### src/rtl/hb_pkg.sv
`default_nettype none
// ============================================================================
// Module   : hb_pkg
// Brief    : Shared halfband widths, coefficients, rounding/saturation and
//            interpolator FSM encoding.
// Revision : 1.0 - initial release
// ============================================================================
package hb_pkg;

    localparam int HB_DW = 18;
    localparam int HB_CW = 25;
    localparam int HB_AW = 48;

    // 11-tap halfband prototype, Q8.17; centre tap (0.5) handled as a pure delay
    localparam logic signed [HB_CW-1:0] HB_C0 = 25'sh0000413;
    localparam logic signed [HB_CW-1:0] HB_C2 = 25'sh1FFE42B;
    localparam logic signed [HB_CW-1:0] HB_C4 = 25'sh00097C7;

    localparam logic signed [HB_DW-1:0] SAT_MAX = 18'sh1FFFF;
    localparam logic signed [HB_DW-1:0] SAT_MIN = 18'sh20000;

    localparam logic signed [HB_AW-1:0] RND_HALF  = 48'sd32768;
    localparam int                      RND_SHIFT = 16;

    typedef enum logic [2:0] {
        ST_IDLE  = 3'd0,
        ST_MAC0  = 3'd1,
        ST_MAC1  = 3'd2,
        ST_MAC2  = 3'd3,
        ST_RND   = 3'd4,
        ST_OUT_E = 3'd5,
        ST_OUT_O = 3'd6
    } hb_state_t;

    function automatic logic signed [HB_DW-1:0] hb_sat(input logic signed [HB_AW-1:0] v);
        logic signed [HB_AW-1:0] lim_hi;
        logic signed [HB_AW-1:0] lim_lo;
        lim_hi = HB_AW'(SAT_MAX);
        lim_lo = HB_AW'(SAT_MIN);
        if (v > lim_hi) begin
            hb_sat = SAT_MAX;
        end else if (v < lim_lo) begin
            hb_sat = SAT_MIN;
        end else begin
            hb_sat = v[HB_DW-1:0];
        end
    endfunction

endpackage
`default_nettype wire

### src/rtl/hb_interp2_mac.sv
`default_nettype none
// ============================================================================
// Module   : hb_interp2_mac
// Brief    : Combinational pre-add, coefficient multiply and accumulate.
// Revision : 1.0 - initial release
// ============================================================================
module hb_interp2_mac
    import hb_pkg::*;
#(
    parameter int DW = HB_DW,
    parameter int CW = HB_CW,
    parameter int AW = HB_AW
) (
    input  logic signed [DW-1:0] i_a,
    input  logic signed [DW-1:0] i_b,
    input  logic signed [CW-1:0] i_coef,
    input  logic signed [AW-1:0] i_acc,
    output logic signed [AW-1:0] o_acc
);

    logic signed [DW:0]    w_preadd;
    logic signed [DW+CW:0] w_prod;

    assign w_preadd = $signed({i_a[DW-1], i_a}) + $signed({i_b[DW-1], i_b});
    assign w_prod   = (DW+CW+1)'(w_preadd) * (DW+CW+1)'(i_coef);
    assign o_acc    = i_acc + AW'(w_prod);

endmodule
`default_nettype wire

### src/rtl/hb_interp2.sv
`default_nettype none
// ============================================================================
// Module   : hb_interp2
// Brief    : Halfband interpolate-by-2; one time-shared MAC for the even phase,
//            odd phase is the centre delay tap.
// Revision : 1.0 - initial release
// ============================================================================
module hb_interp2
    import hb_pkg::*;
#(
    parameter int DW = HB_DW,
    parameter int CW = HB_CW,
    parameter int AW = HB_AW
) (
    input  logic          clk,
    input  logic          rst_n,
    input  logic [DW-1:0] in_data,
    input  logic          in_valid,
    output logic          in_ready,
    output logic [DW-1:0] out_data,
    output logic          out_valid,
    input  logic          out_ready,
    output logic          out_phase
);

    hb_state_t             r_state;
    hb_state_t             w_state_nxt;
    logic [5:0][DW-1:0]    r_dly;
    logic signed [AW-1:0]  r_acc;
    logic [DW-1:0]         r_out_data;
    logic                  r_out_phase;
    logic                  r_alive;

    logic signed [DW-1:0]  w_mac_a;
    logic signed [DW-1:0]  w_mac_b;
    logic signed [CW-1:0]  w_mac_coef;
    logic signed [AW-1:0]  w_acc_nxt;
    logic signed [AW-1:0]  w_rnd_sum;
    logic signed [AW-1:0]  w_shifted;
    logic signed [DW-1:0]  w_even;
    logic                  w_in_fire;

    // r_alive keeps in_ready low until the first clock after reset release
    assign in_ready  = r_alive && (r_state == ST_IDLE);
    assign w_in_fire = in_ready && in_valid;
    assign out_valid = (r_state == ST_OUT_E) || (r_state == ST_OUT_O);
    assign out_data  = r_out_data;
    assign out_phase = r_out_phase;

    always_ff @(posedge clk or negedge rst_n) begin
        if (!rst_n) begin
            r_state <= ST_IDLE;
        end else begin
            r_state <= w_state_nxt;
        end
    end

    always_comb begin
        w_state_nxt = r_state;
        case (r_state)
            ST_IDLE:  if (w_in_fire) w_state_nxt = ST_MAC0;
            ST_MAC0:  w_state_nxt = ST_MAC1;
            ST_MAC1:  w_state_nxt = ST_MAC2;
            ST_MAC2:  w_state_nxt = ST_RND;
            ST_RND:   w_state_nxt = ST_OUT_E;
            ST_OUT_E: if (out_ready) w_state_nxt = ST_OUT_O;
            ST_OUT_O: if (out_ready) w_state_nxt = ST_IDLE;
            default:  w_state_nxt = ST_IDLE;
        endcase
    end

    always_comb begin
        w_mac_a    = '0;
        w_mac_b    = '0;
        w_mac_coef = '0;
        case (r_state)
            ST_MAC0: begin
                w_mac_a    = $signed(r_dly[0]);
                w_mac_b    = $signed(r_dly[5]);
                w_mac_coef = CW'(HB_C0);
            end
            ST_MAC1: begin
                w_mac_a    = $signed(r_dly[1]);
                w_mac_b    = $signed(r_dly[4]);
                w_mac_coef = CW'(HB_C2);
            end
            ST_MAC2: begin
                w_mac_a    = $signed(r_dly[2]);
                w_mac_b    = $signed(r_dly[3]);
                w_mac_coef = CW'(HB_C4);
            end
            default: ;
        endcase
    end

    hb_interp2_mac #(
        .DW (DW),
        .CW (CW),
        .AW (AW)
    ) u_mac (
        .i_a    (w_mac_a),
        .i_b    (w_mac_b),
        .i_coef (w_mac_coef),
        .i_acc  (r_acc),
        .o_acc  (w_acc_nxt)
    );

    // Shift of 16 rather than 17 applies the interpolation gain of 2
    assign w_rnd_sum = r_acc + AW'(RND_HALF);
    assign w_shifted = w_rnd_sum >>> RND_SHIFT;
    assign w_even    = hb_sat(w_shifted);

    always_ff @(posedge clk or negedge rst_n) begin
        if (!rst_n) begin
            r_dly       <= '0;
            r_acc       <= '0;
            r_out_data  <= '0;
            r_out_phase <= 1'b0;
            r_alive     <= 1'b0;
        end else begin
            r_alive <= 1'b1;
            case (r_state)
                ST_IDLE: begin
                    if (w_in_fire) begin
                        r_dly <= {r_dly[4:0], in_data};
                        r_acc <= '0;
                    end
                end
                ST_MAC0, ST_MAC1, ST_MAC2: r_acc <= w_acc_nxt;
                ST_RND: begin
                    r_out_data  <= w_even;
                    r_out_phase <= 1'b0;
                end
                ST_OUT_E: begin
                    if (out_ready) begin
                        r_out_data  <= r_dly[2];
                        r_out_phase <= 1'b1;
                    end
                end
                default: ;
            endcase
        end
    end

endmodule
`default_nettype wire

### config.mk
export PLATFORM = sky130hd
export DESIGN_NAME = hb_interp2
export DESIGN_NICKNAME = d
export VERILOG_FILES = /design/src/rtl/hb_pkg.sv /design/src/rtl/hb_interp2_mac.sv /design/src/rtl/hb_interp2.sv
export SDC_FILE = /design/constraint.sdc
export NUM_CORES = 1
export LEC_CHECK = 0
export BUFFER_PORTS_ARGS = -buffer_cell sky130_fd_sc_hd__buf_2
export CORE_UTILIZATION = 53
export DETAILED_ROUTE_END_ITERATION = 6
export PLACE_DENSITY_LB_ADDON = 0.15
export SLEW_MARGIN = 0
export SYNTH_ARGS = -nofsm -noshare
export SYNTH_HDL_FRONTEND = slang
export SYNTH_SLANG_ARGS = --single-unit
export TNS_END_PERCENT = 50
### constraint.sdc
create_clock -name clk -period 11.3 [get_ports clk]
set_clock_uncertainty 0.15 [all_clocks]
set_input_delay 2.26 -clock clk [delete_from_list [all_inputs] [get_ports clk]]
set_output_delay 2.26 -clock clk [all_outputs]
set_load 0.005 [all_outputs]
======== Word level (Yosys, flattened, before mapping) ========
Index checks and enable logic that the tools add are counted.
word-level totals
  register bits ........................... 179
  input bits .............................. 22
  output and inout bits ................... 21
  word-level logic and storage cells ...... 52
cells by class
  add/sub/neg operators ................... 3
  multiply operators ...................... 1
  order comparisons ....................... 2
  equality and inequality tests ........... 9
  muxes and demuxes ....................... 15
  reduce and logical (&&, ||, !) cells .... 11
operator list
  cell                                                                               number
  18-bit case mux with 3 select lines                                                2
  48-bit case mux with 2 select lines                                                1
  25-bit case mux with 3 select lines                                                1
  18-bit two-way mux                                                                 3
  48-bit by 17-bit adder with 48-bit output, second input constant                   1
  48-bit by 44-bit adder with 48-bit output                                          1
  48-bit two-way mux                                                                 1
  19-bit by 25-bit multiplier with 44-bit output                                     1
  18-bit case mux with 2 select lines                                                1
  32-bit by 18-bit greater-than comparator with 1-bit output, second input constant  1
  32-bit by 18-bit < comparator with 1-bit output, second input constant             1
  3-bit case mux with 7 select lines                                                 1
  18-bit by 18-bit adder with 19-bit output                                          1
  3-bit equality test, second input constant                                         3
  3-bit two-way mux                                                                  3
  3-bit by 2-bit equality test with 1-bit output, second input constant              2
  2-bit inequality test, second input constant                                       3
  2-bit AND reduction                                                                3
  2-bit nonzero test                                                                 2
  3-bit by 1-bit equality test with 1-bit output, second input constant              1
  3-bit zero test                                                                    1
  3-bit AND reduction                                                                1
  3-bit OR reduction                                                                 1
  1-bit logical AND                                                                  2
  other kinds (3)                                                                    3

======== Logic depth before layout (Yosys ltp) ========
Gate-level depths: netlist (run 1).
  depth after elaboration ................. 6
  depth in mapped cells ................... 42
  depth with buffers taken out ............ 39

======== Cells and area by module ========
From an unflattened synthesis (run 1), not the netlist that was laid out.
unflattened totals
  cells, all modules ...................... 3023
  area total of the unflattened synthesis .. 29111.7 um^2
by module, submodules not included
  module          instances  cells each  area each (um^2)  seq. area each (um^2)
  hb_interp2_mac  1          2276        20297.0           0.0
  hb_interp2      1          747         8814.7            4479.3

======== Worst setup path after synthesis (run 1) ========
No wires, ideal clock.
  path kind ............................... register -> register
  from .................................... register r_state[0]
  to ...................................... register r_acc[46]
  arrival ................................. 9936 ps
  required time ........................... 11015 ps
  setup slack ............................. 1079 ps
  stages on the path, launching flop included .. 34
  buffers on the path ..................... 2
  path through ............................ dfrtp_1 clkbuf_1 clkinv_1 nor2_1 clkbuf_1 a22oi_1 nor2_1 ha_1 a21o_1 a21o_1 a2111oi_2 nor2_1 nor2_1 xor2_1 nor3_1 fa_1 fa_1 fa_1 inv_1 fa_1 inv_1 fa_1 fa_1 inv_1 fa_1 inv_1 ha_1 a21o_1 a211o_1 or3_1 o221ai_1 o21ai_0 xnor2_1 o21ai_0
on the way
  cells in the longest elaborated chain, start to end .. 6
  elaborated cells between the ends (all ways) .. 17
ends and longest elaborated chain
  what                                                                                                                     RTL line                             RTL
  start: declaration                                                                                                       hb_interp2.sv:26                     hb_state_t r_state;
  start signal: assignment                                                                                                 hb_interp2.sv:54                     r_state <= w_state_nxt;
  3-bit by 2-bit equality test with 1-bit output / 3-bit by 1-bit equality test with 1-bit output (equally long branches)  hb_interp2.sv:76, hb_interp2.sv:122
  18-bit case mux with 3 select lines                                                                                      hb_interp2.sv:76                     case (r_state)
  18-bit by 18-bit adder with 19-bit output                                                                                hb_interp2_mac.sv:24                 assign w_preadd = $signed({i_a[DW-1], i_a}) + $signed({i_b[DW-1], i_b});
  19-bit by 25-bit multiplier with 44-bit output                                                                           hb_interp2_mac.sv:25                 assign w_prod = (DW+CW+1)'(w_preadd) * (DW+CW+1)'(i_coef);
  48-bit by 44-bit adder with 48-bit output                                                                                hb_interp2_mac.sv:26                 assign o_acc = i_acc + AW'(w_prod);
  48-bit case mux with 2 select lines                                                                                      hb_interp2.sv:122                    case (r_state)
  end signal: assignment                                                                                                   hb_interp2.sv:129                    ST_MAC0, ST_MAC1, ST_MAC2: r_acc <= w_acc_nxt;
  end: declaration                                                                                                         hb_interp2.sv:29                     logic signed [AW-1:0] r_acc;
Several ways; a longest one is shown, not always the timed one.
A chain may end at the register's enable or synchronous reset.

======== Worst setup path in the final report (run 1) ========
  from .................................... register r_state[0]
  to ...................................... register r_acc[36]
The elaborated chain is that of the path after synthesis.

==> results of run 1 <==
[area by class of cell]
cell class / count / area [µm²] / area share, %
Multi-Input combinational cell: 1615 / 17550 / 67.75
Sequential cell: 179 / 4482 / 17.30
Inverter: 514 / 1933 / 7.461
Tap cell: 592 / 740.7 / 2.859
Timing Repair Buffer: 93 / 601.8 / 2.323
Clock buffer: 18 / 439.2 / 1.695
Clock inverter: 14 / 160.2 / 0.6181
[layout by cell type (no fill, tap or decap), drive strengths merged, types with 23 or more instances in the layout]
cell	netlist	layout
nor3	24	24
inv	513	520
ha	183	183
a21o	30	30
buf	10	92
mux2i	23	23
o21ai	91	91
xnor2	55	55
nand3	30	30
nor2	138	138
mux2	126	126
fa	416	416
dfrtp	179	179
a21oi	96	96
nand2	119	119
xor2	39	39
[through the flow]
step                util, %  setup slack, ns  hold WS [ns]  instances  instance area, µm²
finish                58.09           0.4678        0.3458       3025               25910
global placement      56.43           0.2240        0.3251       2983               25170
floorplan                 -            1.079        0.3063       2393               24220
global route          58.09         0.005856        0.3742       3025               25910
CTS                   57.77          0.06447        0.3494       3015               25770
detailed placement    56.43          0.09883        0.3323       2983               25170
[state kept, by name (all words and copies together) (netlist names)]
signal / flops
r_dly: 108
r_acc: 48
out_data: 18
r_state: 3
out_phase: 1
r_alive: 1
[logic make-up (layout without fill, tap and decap cells)]
| logic type | count (synthesis) | in the layout | share of synthesized area (%) |
|---|---|---|---|
| adder cells (fa/ha/maj) | 599 | 599 | 43.85 |
| flip-flops | 179 | 179 | 18.50 |
| AO/OA/AOI/OAI | 342 | 342 | 9.327 |
| multiplexers | 149 | 149 | 6.810 |
| XOR/XNOR | 94 | 94 | 3.431 |
| other | 1 | 2 | 0.01549 |
| buffers and inverters | 599 | 639 | 9.358 |
| AND/OR/NAND/NOR | 429 | 429 | 8.712 |
[critical path, delay by kind of cell (launching register included)]
kind | cells | cell delay, ns
DFF | 1 | 0.51
and+or+nand+nor | 2 | 0.43
xor gates and xnor gates | 2 | 0.49
AOI/OAI and AO/OA | 16 | 3.81
adders and majority gates | 9 | 4.59
muxes | 1 | 0.34
buffers and inverters | 4 | 0.39
[worst paths after layout]
path	start	end	slack [ns]	depth (start not counted)
setup / recovery	r_state[0]$_DFFE_PN0P_	r_acc[36]$_DFFE_PN0P_	0.47	34
min in group asynchronous	rst_n	r_acc[7]$_DFFE_PN0P_	1.71	1
setup reg to reg	r_state[0]$_DFFE_PN0P_	r_acc[36]$_DFFE_PN0P_	0.47	34
hold reg to reg	r_acc[10]$_DFFE_PN0P_	r_acc[10]$_DFFE_PN0P_	0.35	2
max in group asynchronous	rst_n	r_acc[36]$_DFFE_PN0P_	7.58	2
hold / removal	r_acc[10]$_DFFE_PN0P_	r_acc[10]$_DFFE_PN0P_	0.35	2
[layer usage]
layer  vias up  part of all wire [%]  global-route usage [%]
li1       7696                     -                       -
met1      8746                    42                   38.32
met2       422                    50                   48.77
met3       108                   4.1                   3.946
met4         0                   3.5                   10.14
met5         -                     0                       0
[what timing repair did]
| item | CTS | global route |
|---|---|---|
| buffers inserted | 0 | 10 |
| resized for setup | 0 | 12 |
| setup endpoints to repair | 0 | 16 |
==> summary.txt, run 1 <==
Outcome
  • Outcome: complete, no violations

Timing
  • Slew headroom: 19.29%
  • Max-slew violation count: 0
  • Tmin final: 10.83 ns
  • Crit share post-route: 95.86%
  • Setup-violating endpoint count in the final report: 0
  • Setup TNS Final: 0 ns
  • Final Hold Viols: 0
  • Worst-Margin Slew: 1.201 ns
  • RSZ-0062 raised after global routing: false
  • Fmax achieved: 92.32 MHz

Clocking
  • Post-CTS Hold Buffers: 0
  • CTS max path bufs: 2
  • Clock latency on the worst-skew pair: 0.48 ns
  • CTS tree: done
  • Total CTS buffers: 17
  • Worst-path clk slew: 0.07 ns
  • CTS sink count: 179
  • Clock Tree Root: clkbuf_16
  • H-tree Lvls: 4

Yosys
  • Synth Instances: 2392
  • Synth top area cells: fa_1 (34%), dfrtp_1 (18%), ha_1 (9.5%), inv_1 (8.0%), mux2_2 (5.9%)
  • Seq/Total Area, Yosys: 18.50%
  • Top cell type's share of synthesized area: 34.39%
  • Synth warnings: 0
  • Yosys reg bits: 179
  • EDFF count, synth: 0
  • Yosys top cell by area: fa_1
  • Synth Cell Area: 24210 µm²
  • Synth Flop Type: dfrtp_1
  • Synth cell count leaders: inv_1 (513), fa_1 (416), ha_1 (183), dfrtp_1 (179), nor2_1 (137)
  • Ys async rst share: 100.0%
  • Synth unique cells: 80
  • Cell with the most instances after synthesis: inv_1
  • Avg Inst Size Synth: 10.12 µm²

Worst setup path
  • Setup CP Type: reg2reg
  • Crit-path max cell delay: 0.60 ns
  • Crit start category: flip-flop
  • CP most frequent cell: fa_1
  • Req. time, crit path: 11.54 ns
  • Crit path capture type: flip-flop
  • Max Fanout on Critical Path: 10
  • WP data arrival: 11.07 ns
  • Slowest CP cell: fa_1

Floorplanning
  • Die H: 215.7 µm
  • Starting density of the core: 54.28%
  • Core area: 44610 µm²
  • Site row count: 77
  • Die footprint: 46550 µm²
  • Die W: 215.7 µm
  • I/O pins: 43

Detailed routing
  • Wirelength, routed: 63.24 mm
  • Via/cell ratio: 5.611
  • DR iter-0 viols: 1068
  • Vias: 16.97k
  • Final antenna-violating net count: 0
  • # DRC: 0
  • DRT Pass-1 Iters: 5
  • Avg WL per Cell: 20.90 µm

Min path
  • Min-delay worst type: reg2reg

Global routing
  • Overall routing resource usage: 28.93%
  • Vias in the first global route: 18.39k
  • Overflow left after global routing: 0
  • Antenna violations before repair: 1
  • Largest net degree at the start of global routing: 99
  • First-pass GRT wire length: 102.8 mm

Place
  • Port bufs: 42
  • Final GP Congestion: 0.9751
  • DPL Wire Length: 52.57 mm

Finish
  • Layout cells sized above 1: 12.62%
  • Fillers: 3939
  • Antenna fix cells: 0
  • Nets: 3041
  • Area Overhead vs Synth: 7.007%

Flow run
  • Number of max-cap violations: 0
Power of run 1 is not shown: default switching activity piles up to over one toggle a cycle in this logic, so the estimate is an artifact.
==> run 2: changes to the inputs <==
Settings changed: SYNTH_HIERARCHICAL from default to 1.
==> run 2 against run 1 <==
Count of clock-buffer cells in the layout down 1. Die area up 20%. Fmax up 1.9%. First-iteration DRC count up 9.3%. Largest cell class unchanged. Highest routed layer unchanged. Utilization down 1.1 points. Cell count up 22%. Area after synthesis up 20%.
==> summary.txt, run 2 <==
Timing
  • Fmax achieved: 94.08 MHz (was 92.32 MHz)
  • Crit share post-route: 94.06% (was 95.86%)
  • Max-slew violation count: 0 (unchanged)
  • Setup-violating endpoint count in the final report: 0 (unchanged)
  • Setup TNS Final: 0 ns (unchanged)
  • RSZ-0062 raised after global routing: false (unchanged)
  • Worst-Margin Slew: 1.146 ns (was 1.201 ns)
  • Slew headroom: 23.22% (was 19.29%)
  • Tmin final: 10.63 ns (was 10.83 ns)
  • Final Hold Viols: 0 (unchanged)

Global routing
  • M2 GR Usage: 44.44% (was 48.77%)
  • Met3 usage in global routing: 2.820% (was 3.946%)
  • Overall routing resource usage: 25.64% (was 28.93%)
  • Busiest layer in global routing: met2 (unchanged)
  • Overflow left after global routing: 0 (unchanged)
  • Met1 Usage GRT: 34.64% (was 38.32%)
  • Antenna violations before repair: 2 (was 1)
  • Largest net degree at the start of global routing: 189 (was 99)
  • Vias in the first global route: 22.10k (was 18.39k)
  • First-pass GRT wire length: 114.3 mm (was 102.8 mm)

Finish
  • Nets: 3709 (was 3041)
  • Top reg by flops: r_dly (unchanged)
  • Commonest non-fill, non-tap cells in the layout: inv_1 (652), fa_1 (547), nand2_1 (325), dfrtp_1 (177), ha_1 (164) (was inv_1 (512), fa_1 (416), ha_1 (183), dfrtp_1 (177), nor2_1 (134))
  • Layout cells sized above 1: 11.14% (was 12.62%)
  • Largest register FFs: 108 (unchanged)
  • Area Overhead vs Synth: 5.729% (was 7.007%)
  • Commonest non-fill, non-tap cell in the layout: inv_1 (unchanged)

Flow run
  • Number of max-cap violations: 0 (unchanged)

Yosys
  • Syn_nets: 3756
  • Synth unique cells: 80 (unchanged)
  • Seq/Total Area, Yosys: 15.39% (was 18.50%)
  • Synth cell count leaders: inv_1 (652), fa_1 (547), nand2_1 (326), dfrtp_1 (179), ha_1 (164) (was inv_1 (513), fa_1 (416), ha_1 (183), dfrtp_1 (179), nor2_1 (137))
  • Yosys reg bits: 179 (unchanged)
  • Ys async rst share: 100.0% (unchanged)
  • EDFF count, synth: 0 (unchanged)
  • Yosys top cell by area: fa_1 (unchanged)
  • Synth Cell Area: 29110 µm² (was 24210 µm²)
  • Synth Flop Type: dfrtp_1 (unchanged)
  • Synth top area cells: fa_1 (38%), dfrtp_1 (15%), inv_1 (8.4%), ha_1 (7.0%), mux2_2 (5.6%) (was fa_1 (34%), dfrtp_1 (18%), ha_1 (9.5%), inv_1 (8.0%), mux2_2 (5.9%))
  • Synth Instances: 3023 (was 2392)
  • Synth warnings: 6 (was 0)
  • Avg Inst Size Synth: 9.630 µm² (was 10.12 µm²)
  • Cell with the most instances after synthesis: inv_1 (unchanged)
  • Top cell type's share of synthesized area: 37.62% (was 34.39%)

Floorplanning
  • I/O pins: 43 (unchanged)
  • Die H: 236.4 µm (was 215.7 µm)
  • Die W: 236.4 µm (was 215.7 µm)
  • Starting density of the core: 53.88% (was 54.28%)
  • Core area: 54030 µm² (was 44610 µm²)
  • Site row count: 85 (was 77)
  • Die footprint: 55870 µm² (was 46550 µm²)

Worst setup path
  • WP data arrival: 10.81 ns (was 11.07 ns)
  • Req. time, crit path: 11.48 ns (was 11.54 ns)
  • CP Buf/Inv Count: 5 (was 4)
  • Crit path capture type: flip-flop (unchanged)
  • Slowest CP cell: xnor2_2 (was fa_1)
  • Crit-path max cell delay: 0.81 ns (was 0.60 ns)
  • Largest delay share family, worst path: adder cells (unchanged)
  • CP most frequent cell: fa_1 (unchanged)
  • R2R depth: 32 (was 34)
  • CP Depth: 32 (was 34)
  • Crit start category: flip-flop (unchanged)
  • Setup CP Type: reg2reg (unchanged)
  • Max Fanout on Critical Path: 35 (was 10)

Clocking
  • Clock latency on the worst-skew pair: 0.44 ns (was 0.48 ns)
  • Post-CTS Hold Buffers: 0 (unchanged)
  • CTS sink count: 179 (unchanged)
  • H-tree Lvls: 4 (unchanged)
  • CTS max path bufs: 2 (unchanged)
  • CTS tree: done (unchanged)
  • Worst-path clk slew: 0.08 ns (was 0.07 ns)
  • Total CTS buffers: 17 (unchanged)
  • Clock Tree Root: clkbuf_16 (unchanged)

Place
  • Final GP Congestion: 0.8984 (was 0.9751)
  • DPL Wire Length: 51.71 mm (was 52.57 mm)
  • Port bufs: 42 (unchanged)

Detailed routing
  • Via/cell ratio: 5.438 (was 5.611)
  • # DRC: 0 (unchanged)
  • Final antenna-violating net count: 0 (unchanged)
  • DRT Pass-1 Iters: 7 (was 5)
  • Avg WL per Cell: 17.92 µm (was 20.90 µm)
  • Wirelength, routed: 66.04 mm (was 63.24 mm)
  • DR iter-0 viols: 1167 (was 1068)
  • Vias: 20.05k (was 16.97k)

Min path
  • Hold Crit Depth: 2 (unchanged)
  • Min-delay worst type: reg2reg (unchanged)

Outcome
  • Outcome: complete, no violations (unchanged)
## run 2: changes by cell type in the layout (fill, tap and decap cells not counted), sizes merged, moves of 40 or more
| cell | change |
|---|---|
| inv | +139 |
| a22o | +42 |
| o21ai | -40 |
| nand2 | +207 |
| fa | +131 |
| and2 | +154 |
## run 2: timing repair
| action | CTS | global route |
|---|---|---|
| resized for setup | 0 | 1 |
| buffers inserted | 0 | 0 |
| setup endpoints to repair | 0 | 1 |
## run 2: layer usage
| metal | routed length, µm | share of wire [%] | vias to the layer above |
|---|---|---|---|
| met1 | 29210 | 44 | 10450 |
| met3 | 2426 | 3.7 | 57 |
| met4 | 1325 | 2.0 | 0 |
| met5 | 0 | 0 | - |
| li1 | - | - | 9212 |
| met2 | 33080 | 50 | 331 |
## run 2: worst paths after layout
| kind | startpoint | endpoint | slack (ns) |
|---|---|---|---|
| min in group asynchronous | rst_n | r_dly[65]$_DFFE_PN0P_ | 1.76 |
| worst max register to register | r_state[0]$_DFFE_PN0P_ | r_acc[44]$_DFFE_PN0P_ | 0.67 |
| worst min register to register | out_phase$_DFFE_PN0P_ | out_phase$_DFFE_PN0P_ | 0.36 |
| worst min-delay path | out_phase$_DFFE_PN0P_ | out_phase$_DFFE_PN0P_ | 0.36 |
| max in group asynchronous | rst_n | r_state[0]$_DFFE_PN0P_ | 7.74 |
| worst max-delay path | r_state[0]$_DFFE_PN0P_ | r_acc[44]$_DFFE_PN0P_ | 0.67 |
## run 2: through the flow
stage / hold slack, ns / worst slack [ns] / cells / util, % / instance area (µm²)
after floorplan: 0.3201 / 1.442 / 3023 / - / 29110
after global placement: 0.3367 / 0.6682 / 3653 / 55.81 / 30150
after detailed placement: 0.3417 / 0.5660 / 3653 / 55.81 / 30150
after CTS: 0.3605 / 0.5016 / 3685 / 56.96 / 30770
after global routing: 0.3822 / 0.1253 / 3685 / 56.97 / 30780
final: 0.3589 / 0.6712 / 3686 / 56.97 / 30780
## run 2: worst register-to-register path: cells and delay by family (launching register included)
family	cells	cell delay [ns]
mux	1	0.39
buf+inv	5	0.91
compound gates	9	2.34
flops	1	0.66
xor+xnor	2	0.88
fa+ha+maj	9	4.24
simple gates	6	0.95
## run 2: cell type report
type / count / area, µm²
timing repair buffer: 88 / 601.8
tap: 696 / 870.8
clock inverter: 15 / 197.7
multi-input combinational: 2038 / 21750
clock buffer: 17 / 425.4
inverter: 652 / 2447
fill: 4856 / 23250
sequential: 179 / 4484
antenna: 1 / 2.502
## run 2: kinds of logic (layout without fill, tap and decap cells)
group	Yosys count	after routing	synth area share, %
buffers and inverters	806	772	10.50
and+or+nand+nor	761	761	13.13
adders and majority gates	711	711	44.66
AOI/OAI and AO/OA	329	329	7.960
DFF	179	179	15.39
muxes	146	146	5.639
xor gates and xnor gates	89	89	2.703
other	2	3	0.02580
Power of run 2 is left out for the same reason.
